File: config.mk
export PLATFORM = sky130hd
export DESIGN_NAME = bigmem_arbiter_flat
export DESIGN_NICKNAME = d
export VERILOG_FILES = /design/src/rtl/bigmem_arbiter_if.sv /design/src/rtl/bigmem_arbiter.sv /design/src/flat_wrapper.sv
export SDC_FILE = /design/constraint.sdc
export NUM_CORES = 1
export LEC_CHECK = 0
export ABC_AREA = 0
export BUFFER_PORTS_ARGS = -buffer_cell sky130_fd_sc_hd__buf_4
export CORE_AREA = 2 2 68 70
export DETAILED_ROUTE_END_ITERATION = 7
export DIE_AREA = 0 0 70 72
export MAX_ROUTING_LAYER = met4
export PLACE_DENSITY_LB_ADDON = 0.25
export SLEW_MARGIN = 20
export SYNTH_ARGS = -nofsm -noshare
export SYNTH_HDL_FRONTEND = slang
export SYNTH_SLANG_ARGS = --single-unit
File: constraint.sdc
create_clock -name clk -period 5.2 [get_ports clk]
set_input_delay 1.04 -clock clk [delete_from_list [all_inputs] [get_ports clk]]
set_output_delay 1.04 -clock clk [all_outputs]
set_load 0.03 [all_outputs]
File: src/rtl/bigmem_arbiter_if.sv
// bigmem_arbiter_if: one requester's access/response bundle into the big-memory arbiter.
interface bigmem_arbiter_if #(
  parameter int ADDR_W = 23,
  parameter int DATA_W = 16
);
  logic              req;
  logic              we;
  logic [ADDR_W-1:0] addr;
  logic [DATA_W-1:0] wdata;
  logic              gnt;
  logic              rvalid;
  logic [DATA_W-1:0] rdata;
  modport master (output req, we, addr, wdata, input gnt, rvalid, rdata);
  modport slave  (input req, we, addr, wdata, output gnt, rvalid, rdata);
endinterface

File: src/rtl/bigmem_arbiter.sv
// bigmem_arbiter: round-robin, burst-bounded sharing of the single-port big memory between ports A and B.
module bigmem_arbiter #(
  parameter int ADDR_W       = 23,
  parameter int DATA_W       = 16,
  parameter int MAX_BURST    = 8,
  parameter int READ_LATENCY = 1
) (
  input  logic              clk,
  input  logic              reset,
  bigmem_arbiter_if.slave   port_a,
  bigmem_arbiter_if.slave   port_b,
  output logic              mem_we_o,
  output logic              mem_oe_o,
  output logic [ADDR_W-1:0] mem_addr_o,
  output logic [DATA_W-1:0] mem_din_o,
  input  logic [DATA_W-1:0] mem_dout_i
);
  localparam int CNT_W = $clog2(MAX_BURST + 1);
  logic                    last_q, last_d;
  logic [CNT_W-1:0]        cnt_q, cnt_d;
  logic [READ_LATENCY-1:0] pv_q, pv_d, pt_q, pt_d;
  logic                    stay, pref_b, gnt_a, gnt_b, gnt, out_v, a_rv, b_rv;
  always_comb begin
    // cnt==0 only right after reset, so the first tie falls to A rather than the reset value of last
    stay       = (last_q ? port_b.req : port_a.req) && cnt_q != '0 && cnt_q < CNT_W'(MAX_BURST);
    pref_b     = stay ? last_q : !last_q;
    gnt_b      = !reset && port_b.req && (pref_b || !port_a.req);
    gnt_a      = !reset && port_a.req && (!pref_b || !port_b.req);
    gnt        = gnt_a || gnt_b;
    mem_we_o   = gnt_b ? port_b.we : gnt_a && port_a.we;
    mem_addr_o = gnt_b ? port_b.addr : gnt_a ? port_a.addr : '0;
    mem_din_o  = gnt_b ? port_b.wdata : gnt_a ? port_a.wdata : '0;
    last_d     = gnt ? gnt_b : last_q;
    cnt_d      = !gnt ? cnt_q : gnt_b != last_q ? CNT_W'(1) :
                 cnt_q == CNT_W'(MAX_BURST) ? cnt_q : cnt_q + 1'b1;
    pv_d       = READ_LATENCY'({pv_q, gnt && !mem_we_o});
    pt_d       = READ_LATENCY'({pt_q, gnt_b});
    out_v      = !reset && pv_q[READ_LATENCY-1];
    a_rv       = out_v && !pt_q[READ_LATENCY-1];
    b_rv       = out_v && pt_q[READ_LATENCY-1];
    mem_oe_o   = out_v;
    port_a.gnt    = gnt_a;
    port_b.gnt    = gnt_b;
    port_a.rvalid = a_rv;
    port_b.rvalid = b_rv;
    port_a.rdata  = a_rv ? mem_dout_i : '0;
    port_b.rdata  = b_rv ? mem_dout_i : '0;
  end
  always_ff @(posedge clk) begin
    if (reset) begin
      last_q <= 1'b1;
      cnt_q  <= '0;
      pv_q   <= '0;
      pt_q   <= '0;
    end else begin
      last_q <= last_d;
      cnt_q  <= cnt_d;
      pv_q   <= pv_d;
      pt_q   <= pt_d;
    end
  end
endmodule
File: src/flat_wrapper.sv
// flat-port wrapper written by rule: the top's interface ports become plain ports
module bigmem_arbiter_flat 
#(
  parameter int ADDR_W       = 23,
  parameter int DATA_W       = 16,
  parameter int MAX_BURST    = 8,
  parameter int READ_LATENCY = 1
)
  (clk, reset, mem_we_o, mem_oe_o, mem_addr_o, mem_din_o, mem_dout_i, port_a_req, port_a_we, port_a_addr, port_a_wdata, port_a_gnt, port_a_rvalid, port_a_rdata, port_b_req, port_b_we, port_b_addr, port_b_wdata, port_b_gnt, port_b_rvalid, port_b_rdata);
  bigmem_arbiter_if #(.ADDR_W(ADDR_W), .DATA_W(DATA_W)) port_a_i ();
  bigmem_arbiter_if #(.ADDR_W(ADDR_W), .DATA_W(DATA_W)) port_b_i ();
  input  logic clk;
  input  logic reset;
  output logic mem_we_o;
  output logic mem_oe_o;
  output logic [ADDR_W-1:0] mem_addr_o;
  output logic [DATA_W-1:0] mem_din_o;
  input  logic [DATA_W-1:0] mem_dout_i;
  input wire logic [$bits(port_a_i.req)-1:0] port_a_req;
  input wire logic [$bits(port_a_i.we)-1:0] port_a_we;
  input wire logic [$bits(port_a_i.addr)-1:0] port_a_addr;
  input wire logic [$bits(port_a_i.wdata)-1:0] port_a_wdata;
  output wire logic [$bits(port_a_i.gnt)-1:0] port_a_gnt;
  output wire logic [$bits(port_a_i.rvalid)-1:0] port_a_rvalid;
  output wire logic [$bits(port_a_i.rdata)-1:0] port_a_rdata;
  input wire logic [$bits(port_b_i.req)-1:0] port_b_req;
  input wire logic [$bits(port_b_i.we)-1:0] port_b_we;
  input wire logic [$bits(port_b_i.addr)-1:0] port_b_addr;
  input wire logic [$bits(port_b_i.wdata)-1:0] port_b_wdata;
  output wire logic [$bits(port_b_i.gnt)-1:0] port_b_gnt;
  output wire logic [$bits(port_b_i.rvalid)-1:0] port_b_rvalid;
  output wire logic [$bits(port_b_i.rdata)-1:0] port_b_rdata;
  assign port_a_i.req = port_a_req;
  assign port_a_i.we = port_a_we;
  assign port_a_i.addr = port_a_addr;
  assign port_a_i.wdata = port_a_wdata;
  assign port_a_gnt = port_a_i.gnt;
  assign port_a_rvalid = port_a_i.rvalid;
  assign port_a_rdata = port_a_i.rdata;
  assign port_b_i.req = port_b_req;
  assign port_b_i.we = port_b_we;
  assign port_b_i.addr = port_b_addr;
  assign port_b_i.wdata = port_b_wdata;
  assign port_b_gnt = port_b_i.gnt;
  assign port_b_rvalid = port_b_i.rvalid;
  assign port_b_rdata = port_b_i.rdata;
  bigmem_arbiter #(.ADDR_W(ADDR_W), .DATA_W(DATA_W), .MAX_BURST(MAX_BURST), .READ_LATENCY(READ_LATENCY)) u_core (.clk(clk), .reset(reset), .port_a(port_a_i), .port_b(port_b_i), .mem_we_o(mem_we_o), .mem_oe_o(mem_oe_o), .mem_addr_o(mem_addr_o), .mem_din_o(mem_din_o), .mem_dout_i(mem_dout_i));
endmodule
======== After elaboration in Yosys (flattened, before gate mapping) ========
Index checks and enable logic that the tools add are counted.
word-level totals
  flip-flop bits (word level) ............. 7
  input bits .............................. 100
  output and inout bits ................... 77
  logic and storage cells ................. 43
operators by class
  $add $sub $neg .......................... 1
  magnitude comparators ................... 1
  equal/unequal tests ..................... 3
  mux-type cells .......................... 11
  reduce and logical (&&, ||, !) cells .... 23
operators with widths
  cell                 number
  $mux 16              4
  $mux 23              2
  $logic_and 1x1->1    11
  $mux 4               2
  $logic_not 1->1      7
  $add 4x1->4 const B  1
  $eq 4x4->1 const B   1
  $lt 4x4->1 const B   1
  $reduce_bool 4->1    1
  $logic_or 1x1->1     3
  $mux 1               3
  $ne 2x1->1 const B   1
  $reduce_and 2->1     1
  $ne 1x1->1           1

======== Longest topological paths before layout ========
Gate-level depths: netlist of the first run.
  depth in word-level cells ............... 11
  mapped depth ............................ 9
  gate-level depth less buffers ........... 7

======== Worst setup path after synthesis of the first run ========
No wires, ideal clock.
  path type ............................... in2out
  from .................................... in reset
  to ...................................... out port_b_rdata[10]
  data arrival time ....................... 2.339 ns
  required time ........................... 4.160 ns
  path slack .............................. 1.821 ns
  cell stages on the path ................. 5
  path buffers ............................ 3
  cells stage by stage .................... buf_4 -> nor2b_1 -> clkbuf_1 -> clkbuf_1 -> and3_1
between the ends
  longest elaborated chain between the ends .. 4
ends and longest elaborated chain
  what               line                  RTL
  from (decl)        flat_wrapper.sv:13    input logic reset;
  $logic_not 1->1    bigmem_arbiter.sv:38  out_v = !reset && pv_q[READ_LATENCY-1];
  $logic_and 1x1->1  bigmem_arbiter.sv:38
  via mem_oe_o       flat_wrapper.sv:15    output logic mem_oe_o;
  $logic_and 1x1->1  bigmem_arbiter.sv:40  b_rv = out_v && pt_q[READ_LATENCY-1];
  $mux 16            bigmem_arbiter.sv:47  port_b.rdata = b_rv ? mem_dout_i : '0;
  to (decl)          flat_wrapper.sv:32    output wire logic [$bits(port_b_i.rdata)-1:0] port_b_rdata;
The timed path passes the listed nets, and every way through them passes these cells.

======== Worst setup path after layout of the first run ========
  from .................................... reg u_core.cnt_q[0]
  to ...................................... out mem_din_o[14]
between the ends
  longest elaborated chain between the ends .. 9
  elaborated cells between the ends (all ways) .. 12
  those cells by class .................... order compare: 1; mux: 3; reduce/logical: 8
ends and longest elaborated chain
  what                                                                line                  RTL
  from (decl)                                                         bigmem_arbiter.sv:20  logic [CNT_W-1:0] cnt_q, cnt_d;
  from (signal assigned)                                              bigmem_arbiter.sv:57  cnt_q <= cnt_d;
  parallel branches: the longest is 2 deep, another holds $lt 4x4->1  --
  $logic_and 1x1->1 *                                                 bigmem_arbiter.sv:25  stay = (last_q ? port_b.req : port_a.req) && cnt_q != '0 && cnt_q < CNT_W'(MAX_BURST);
  $mux 1 *                                                            bigmem_arbiter.sv:26  pref_b = stay ? last_q : !last_q;
  $logic_not 1->1                                                     bigmem_arbiter.sv:28  gnt_a = !reset && port_a.req && (!pref_b || !port_b.req);
  $logic_or 1x1->1                                                    bigmem_arbiter.sv:28
  $logic_and 1x1->1                                                   bigmem_arbiter.sv:28
  $mux 16                                                             bigmem_arbiter.sv:32  mem_din_o = gnt_b ? port_b.wdata : gnt_a ? port_a.wdata : '0;
  $mux 16 *                                                           bigmem_arbiter.sv:32
  to (decl)                                                           flat_wrapper.sv:17    output logic [DATA_W-1:0] mem_din_o;
Every way passes the cells marked *.

==> impl_metrics.yaml, run 1 <==
detailed_routing:
  drt.antenna.violating_nets: 0
  routed_wirelength_um: 6002
  viasPerCell: 4.941
  wl_per_cell_um: 16.86
  num_vias: 1759
  firstDrtPassIters: 4
  drt_iter0_markers: 75
  drc: 0
yosys:
  synth_top_area_share_pct: 31.01
  synth_edf_count: 0
  post-synth-top-count-cell: "a22o_1"
  syn_avg_cell_area_um2: 8.308
  synth-seq-cells: 7
  synth_warnings: 0
  ys_seq_area_share_pct: 12.40
  syn_area_um2: 1130
  synthTopCellsByArea: "a22o_1 31%, dfxtp_1 12%, and2_1 9.4%"
  yosysTopAreaCell: "a22o_1"
  syn_nets: 238
  synth_cell_type_count: 34
  synthFlopType: "dfxtp_1"
  synth-async-reset-ratio_pct: 0
  synth_common_cells: "40 x a22o_1, 17 x and2_1, 16 x and3_1"
  synthCells: 136
setup_path:
  critPathRequiredTime_ps: 4160
  cp.arrival_ps: 2350
  cp-start-kind: "flop"
  critPathMaxFanout: 42
  worstRegToRegCells: 8
  cp_common_cell: "buf_4"
  path_cells: "inv_1, ha_1, nor2b_4, nor2_4, xor2_2, o211a_1, buf_4, a22o_1, buf_4"
  cpMaxStageDelayCell: "dfxtp_1"
  worstSetupPathType: "flop to output port"
  cpPeakStageDelay_ps: 400
  cp-end-kind: "output port"
floorplanning:
  ios: 177
  dieHeight_um: 72
  rows: 24
  coreArea_um2: 4264
  initial_utilization_pct: 26.50
  die-area_um2: 5040
  dieWidth_um: 70
global_route:
  grt_usage_pct: 22.65
  use_met1_pct: 27.80
  grt_max_degree: 43
  grt_use_met3_pct: 4.583
  antenna_found_initial: 0
  grt_pass1_wl_um: 8838
  busiest_layer: "met2"
  grt_pass1_vias: 1648
  grt.overflow.total: 0
  use_met2_pct: 39.05
timing:
  max_freq_mhz: 294.6
  min_period_ps: 3394
  grt_setup_unrepaired: "no"
  worst_slew_pin_slew_ps: 518.7
  setup-tns-final_ps: 0
  drv_slew: 0
  fin_skew_ps: 5.017
  final.period_utilization_pct: 65.27
  maxSlewHeadroom_pct: 65.26
  hold_viol_final: 0
  setup_viol: 0
  hold_ws_ps: 534.0
cells_and_area:
  syn_to_final_growth_pct: 117.3
  final_nets: 407
  final_cells: 356
  fin_area_um2: 2455
  drive_above_1_share_pct: 62.50
  antennaDiodeCount: 0
  num-fill-cells: 411
placed_design:
  io_buffers: 176
  hpwl_um: 5115
  placed_cell_area_um2: 2410
  dp_cells: 352
  gp_congestion: 0.8173
clock_tree:
  postCtsSetupRepairBufs: 0
  cts_tree: "built"
  hold_buffers: 0
  clockBufferDepth: 2
  cts-root-buf: "clkbuf_8"
  cts.clk_slew.worst_paths_ps: 40
  worstSkewPairLatency_ps: 230
  clock_sinks: 7
  h-tree-depth: 1
  ctsResizeCount: 0
  tritoncts.num_buffers: 3
power_and_ir_drop:
  peakVddDrop_v: 0.0001160
  powerDensity_nw_per_um2: 159.1
  p_leak_nw: 1.411
worst_hold_path:
  hold_depth: 2
  hp-class: "flop to flop"
run_status:
  status: "complete, no violations"
flow_run:
  maxCapViolCount: 0
-- path summary, 6_finish.rpt --
path	from	end	slack (ps)
setup / recovery	u_core.cnt_q[0]	mem_din_o[14]	1810
hold / removal	u_core.cnt_q[1]	u_core.cnt_q[1]	530
setup reg to reg	u_core.cnt_q[0]	u_core.pv_q	3210
hold reg to reg	u_core.cnt_q[1]	u_core.cnt_q[1]	530
-- cell usage in the layout (no fill, tap or decap), drive strengths merged --
cell and instances:
a211oi 3, a21boi 1, a21oi 1, a221oi 1
a22o 42, a31oi 1, and2 17, and2b 2
and3 17, buf 179, clkbuf 4, dfxtp 7
ha 2, inv 5, mux2i 1, nand2 3
nand3b 1, nor2 3, nor2b 3, nor3 1
o211a 1, o21ai 4, o21bai 1, o22ai 2
o32ai 1, xor2 1
-- metrics by stage --
stage          power (mW)  worst slack (ps)  utilization [%]
3_5_place_dp       0.3158              1888            56.51
2_1_floorplan      0.2014              1821                -
4_1_cts            0.3936              1789            57.57
6_report           0.3905              1806            57.57
3_3_place_gp       0.3142              1901            56.51
5_1_grt            0.4105              1617            57.57
-- layer usage --
layer | share of wire [%] | vias up | routed length (um)
li1 | - | 857 | -
met1 | 40 | 810 | 2398
met2 | 51 | 84 | 3059
met3 | 7.5 | 8 | 453
met4 | 1.5 | 0 | 90
met5 | 0 | - | 0
-- cell families (layout without fill, tap and decap cells) --
logic type,Yosys count,after routing,synth area share (%)
compound gates,58,58,43.52
xor+xnor,1,1,1.440
fa+ha+maj,2,2,2.214
buf+inv,20,188,13.07
flops,7,7,12.40
mux,1,1,0.8860
simple gates,47,47,26.47
-- registers in the layout, indices dropped and copies added (netlist names) --
| name | cells |
|---|---|
| u_core.pv_q | 1 |
| u_core.cnt_q | 4 |
| u_core.last_q | 1 |
| u_core.pt_q | 1 |
-- critical path, delay by kind of cell, from the launching register on --
family | cells | cell delay [ps]
flip-flops | 1 | 400
adder cells (fa/ha/maj) | 1 | 200
AO/OA/AOI/OAI | 2 | 410
AND/OR/NAND/NOR | 2 | 260
XOR/XNOR | 1 | 240
buffers and inverters | 3 | 600
-- report_power, final --
| part | switching [mW] | internal [mW] |
|---|---|---|
| registers | 0.00417 | 0.0567 |
| logic | 0.134 | 0.119 |
| clock network | 0.0235 | 0.0531 |
| total | 0.161 | 0.229 |
-- cell type report --
| cell class | instances | area, um^2 | area share [%] |
|---|---|---|---|
| Inverter | 5 | 18.77 | 0.7645 |
| Clock buffer | 4 | 45.04 | 1.835 |
| Sequential cell | 7 | 140.1 | 5.708 |
| Multi-Input combinational cell | 109 | 842.1 | 34.30 |
| Timing Repair Buffer | 179 | 1344 | 54.74 |
| Tap cell | 52 | 65.06 | 2.650 |
Note: power is estimated with default switching activity, not from simulation.
==> run 2, diff against run 1 <==
--- a/config.mk
+++ b/config.mk
@@ -7,9 +7,9 @@
 export LEC_CHECK = 0
 export ABC_AREA = 0
 export BUFFER_PORTS_ARGS = -buffer_cell sky130_fd_sc_hd__buf_4
-export CORE_AREA = 2 2 68 70
+export CORE_AREA = 2 2 69 71
 export DETAILED_ROUTE_END_ITERATION = 7
-export DIE_AREA = 0 0 70 72
+export DIE_AREA = 0 0 71 73
 export MAX_ROUTING_LAYER = met4
 export PLACE_DENSITY_LB_ADDON = 0.25
 export SLEW_MARGIN = 20
==> constraint.sdc (replaced) <==
create_clock -name clk -period 3 [get_ports clk]
set_input_delay 0.6 -clock clk [delete_from_list [all_inputs] [get_ports clk]]
set_output_delay 0.6 -clock clk [all_outputs]
set_load 0.03 [all_outputs]
==> impl_metrics.yaml, run 2 (synthesis results as in run 1) <==
detailed_routing:
  routed_wirelength_um: 5662
  wl_per_cell_um: 15.82
  viasPerCell: 4.774
  drt_iter0_markers: 72
  drt.antenna.violating_nets: 0
  firstDrtPassIters: 4
  num_vias: 1709
  drc: 0
setup_path:
  critPathTopFamily: "buffers and inverters"
  cp.arrival_ps: 2140
  path_cells: "inv_1, ha_1, nor2b_4, nor2_4, xor2_2, o211a_1, buf_12, a22o_1, buf_4"
  critPathRequiredTime_ps: 2400
  worstSetupPathType: "flop to output port"
  cpMaxStageDelayCell: "dfxtp_1"
  cp-start-kind: "flop"
  path_buf_inv: 3
  critPathMaxFanout: 42
  cp-end-kind: "output port"
  cpPeakStageDelay_ps: 380
placed_design:
  hpwl_um: 4622
  io_buffers: 176
  dp_cells: 354
  gp_congestion: 0.8333
cells_and_area:
  final_nets: 407
  final_cells: 358
  antennaDiodeCount: 0
  utilization_pct: 54.73
  regMostFlops: "u_core.cnt_q"
  syn_to_final_growth_pct: 119.7
  mostFrequentLayoutCells: "177 x buf_4, 40 x a22o_1, 17 x and2_1, 16 x and3_1, 7 x dfxtp_1"
  largest_reg_flops: 4
  drive_above_1_share_pct: 62.50
  final_common_cell: "buf_4"
  num-fill-cells: 422
clock_tree:
  clock_sinks: 7
  ctsResizeCount: 0
  hold_buffers: 0
  h-tree-depth: 1
  clockBufferDepth: 2
  postCtsSetupRepairBufs: 0
  tritoncts.num_buffers: 3
  cts_tree: "built"
  worstSkewPairLatency_ps: 230
  cts.clk_slew.worst_paths_ps: 40
  cts-root-buf: "clkbuf_8"
timing:
  drv_slew: 0
  fin_skew_ps: 5.209
  final.period_utilization_pct: 91.19
  hold_viol_final: 0
  setup_viol: 0
  setup-tns-final_ps: 0
  worst_slew_pin_slew_ps: 499.2
  max_freq_mhz: 365.5
  min_period_ps: 2736
  maxSlewHeadroom_pct: 66.57
  grt_setup_unrepaired: "no"
power_and_ir_drop:
  clkPwrFrac_pct: 19.8
  p_sw_mw: 0.2803
  powerDensity_nw_per_um2: 275.0
  power_frac_comb_pct: 64.7
  pwr-share-seq_pct: 15.5
  p_sw_share_pct: 41.06
  peakVddDrop_v: 0.0002093
  power.internal_mw: 0.4023
  p_leak_nw: 1.418
floorplanning:
  ios: 177
  dieHeight_um: 73
  dieWidth_um: 71
  die-area_um2: 5183
  rows: 25
  coreArea_um2: 4536
  initial_utilization_pct: 24.91
global_route:
  grt_usage_pct: 20.37
  grt_pass1_wl_um: 8252
  antenna_found_initial: 0
  grt.overflow.total: 0
  grt_max_degree: 43
  grt_pass1_vias: 1584
flow_run:
  maxCapViolCount: 0
run_status:
  status: "complete, no violations"
worst_hold_path:
  hp-class: "flop to flop"
[run 2: final timing paths]
| check | depth (start not counted) | slack, ps | end | startpoint |
|---|---|---|---|---|
| min reg2reg | 1 | 520 | u_core.cnt_q[0] | u_core.cnt_q[0] |
| max reg2reg | 8 | 1160 | u_core.pv_q | u_core.cnt_q[0] |
| min | 1 | 520 | u_core.cnt_q[0] | u_core.cnt_q[0] |
| max | 9 | 260 | mem_addr_o[16] | u_core.cnt_q[0] |
[run 2: cell type report]
| class | count | area (um^2) | area share (%) |
|---|---|---|---|
| multi-input cells | 109 | 842.1 | 33.92 |
| well taps | 54 | 67.56 | 2.722 |
| repair buffers | 179 | 1369 | 55.14 |
| clock buffers | 4 | 45.04 | 1.815 |
| flip-flops and latches | 7 | 140.1 | 5.645 |
| inverters | 5 | 18.77 | 0.7560 |
[run 2: power by group through the flow]
| stage | sequential (mW) | clock, mW | combinational (mW) |
|---|---|---|---|
| after floorplan | 0.104 | 0 | 0.245 |
| after global placement | 0.107 | 0 | 0.438 |
| after detailed placement | 0.107 | 0 | 0.442 |
| after CTS | 0.106 | 0.137 | 0.443 |
| after global routing | 0.107 | 0.140 | 0.467 |
| final | 0.106 | 0.135 | 0.442 |
[run 2: metrics by stage]
stage	hold WS [ps]	instance area, um^2	setup slack, ps	power, mW
6_report	521.3	2482	264.4	0.6826
5_1_grt	548.6	2482	121.3	0.7136
4_1_cts	522.2	2482	239.7	0.6859
3_5_place_dp	509.8	2437	502.9	0.5493
3_3_place_gp	502.6	2437	567.2	0.5452
2_1_floorplan	481.1	1130	501.1	0.3491
[run 2: layer usage]
| metal | routed length, um | vias up | part of all wire (%) | GRT usage, % |
|---|---|---|---|---|
| li1 | - | 855 | - | - |
| met1 | 2344 | 768 | 41 | 24.52 |
| met2 | 2800 | 78 | 49 | 34.58 |
| met3 | 456 | 8 | 8.1 | 5.110 |
| met4 | 61 | 0 | 1.1 | 4.403 |
| met5 | 0 | - | 0 | - |
==> run 3, diff against run 2 <==
--- a/config.mk
+++ b/config.mk
@@ -7,11 +7,13 @@
 export LEC_CHECK = 0
 export ABC_AREA = 0
 export BUFFER_PORTS_ARGS = -buffer_cell sky130_fd_sc_hd__buf_4
-export CORE_AREA = 2 2 69 71
+export CORE_AREA = 2 2 68 70
+export CTS_BUF_LIST = sky130_fd_sc_hd__clkbuf_8
 export DETAILED_ROUTE_END_ITERATION = 7
-export DIE_AREA = 0 0 71 73
+export DIE_AREA = 0 0 70 72
 export MAX_ROUTING_LAYER = met4
 export PLACE_DENSITY_LB_ADDON = 0.25
+export RECOVER_POWER = 50
 export SLEW_MARGIN = 20
 export SYNTH_ARGS = -nofsm -noshare
 export SYNTH_HDL_FRONTEND = slang
==> impl_metrics.yaml, run 3 (synthesis results as in run 1) <==
timing:
  min_period_ps: 2724
  setup_viol: 0
  setup-tns-final_ps: 0
  max_freq_mhz: 367.1
  hold_ws_ps: 517.3
  worst_slew_pin_slew_ps: 566.3
  drv_slew: 0
  hold_viol_final: 0
  final.period_utilization_pct: 90.79
  grt_setup_unrepaired: "no"
  fin_skew_ps: 0.8147
  maxSlewHeadroom_pct: 62.25
cells_and_area:
  fin_area_um2: 2394
  largest_reg_flops: 4
  final_cells: 356
  final_nets: 407
  drive_above_1_share_pct: 54.93
  antennaDiodeCount: 0
  syn_to_final_growth_pct: 111.8
  final_common_cell: "buf_4"
  mostFrequentLayoutCells: "154 x buf_4, 40 x a22o_1, 23 x clkbuf_1, 16 x and3_1, 12 x and2_0"
  regMostFlops: "u_core.cnt_q"
detailed_routing:
  firstDrtPassIters: 4
  wl_per_cell_um: 16.65
  routed_wirelength_um: 5928
  drt_iter0_markers: 102
  drc: 0
  viasPerCell: 4.795
  num_vias: 1707
  drt.antenna.violating_nets: 0
placed_design:
  placed_cell_area_um2: 2435
  io_buffers: 176
  dp_cells: 352
  gp_congestion: 0.8380
  hpwl_um: 5036
setup_path:
  r2r_end: "u_core.pv_q"
  cp.arrival_ps: 2120
  critPathRequiredTime_ps: 2400
  cp-start-kind: "flop"
  cp-end-kind: "output port"
  regToRegSetupSlack_ps: 1110
  worstRegToRegCells: 8
  critPathMaxFanout: 42
  worstSetupPathType: "flop to output port"
  regToRegStartpoint: "u_core.cnt_q[0]"
floorplanning:
  coreArea_um2: 4264
  initial_utilization_pct: 26.50
  dieWidth_um: 70
  die-area_um2: 5040
  dieHeight_um: 72
  ios: 177
  rows: 24
flow_run:
  maxCapViolCount: 0
clock_tree:
  ctsResizeCount: 0
  cts_tree: "built"
  clockBufferDepth: 2
  hold_buffers: 0
  clock_sinks: 7
  worstSkewPairLatency_ps: 220
  cts-root-buf: "clkbuf_8"
  tritoncts.num_buffers: 3
  cts.clk_slew.worst_paths_ps: 40
  h-tree-depth: 1
  postCtsSetupRepairBufs: 0
global_route:
  grt_max_degree: 43
  grt.overflow.total: 0
  grt_usage_pct: 22.45
  grt_pass1_wl_um: 8769
  antenna_found_initial: 0
  grt_pass1_vias: 1650
power_and_ir_drop:
  p_leak_nw: 1.313
  peakVddDrop_v: 0.0003169
  total_power_mw: 0.6684
  powerDensity_nw_per_um2: 279.2
worst_hold_path:
  min_to: "u_core.cnt_q[0]"
  hold_depth: 1
  hp-class: "flop to flop"
  min_from: "u_core.cnt_q[0]"
run_status:
  status: "complete, no violations"
run 3: changes by cell type in the layout (fill, tap and decap cells not counted), sizes merged:
| cell | previous run | this run |
|---|---|---|
| clkbuf | 4 | 26 |
| inv | 5 | 6 |
| buf | 179 | 156 |
run 3: layout make-up:
type                            count  area [um^2]
Timing Repair Buffer              179         1282
Clock buffer                        3        41.29
Sequential cell                     7        140.1
Tap cell                           52        65.06
Clock inverter                      1        3.754
Multi-Input combinational cell    109        842.1
Fill cell                         430         1871
Inverter                            5        18.77
run 3: routing by layer:
metal	vias up	wire, um	track usage, %
li1	855	-	-
met1	766	2414	26.90
met2	78	3007	38.94
met3	8	433	5.139
met4	0	73	4.487
met5	-	0	-
run 3: per-stage QoR:
step / setup slack (ps) / util (%)
floorplan: 501.1 / -
global placement: 550.3 / 57.10
detailed placement: 498.1 / 57.10
CTS: 248.4 / 58.16
global route: 145.0 / 56.13
finish: 276.2 / 56.13
run 3: worst max-delay path by stage:
stage,from,to,slack (ps),depth (start not counted)
finish,u_core.cnt_q[0],mem_din_o[14],280,9
global route,u_core.cnt_q[0],mem_din_o[14],150,9
CTS,u_core.cnt_q[0],mem_din_o[14],250,9
detailed placement,u_core.cnt_q[0],mem_din_o[14],500,9
global placement,u_core.cnt_q[0],mem_din_o[14],550,9
floorplan,reset,port_b_rdata[10],500,5
run 3: worst max-delay path, stage by stage, from the launching register on:
cell and delay (ps):
dfxtp_1 370, inv_1 60, ha_1 190, nor2b_4 140, nor2_4 110, xor2_2 240, o211a_1 210, buf_12 210
a22o_1 190, buf_4 180
run 3: report_power, final:
group	leakage, nW	internal (mW)	switching, mW
clock network	0.0269	0.0882	0.0380
logic	1.23	0.206	0.231
registers	0.0575	0.0984	0.00736
total	1.31	0.392	0.276
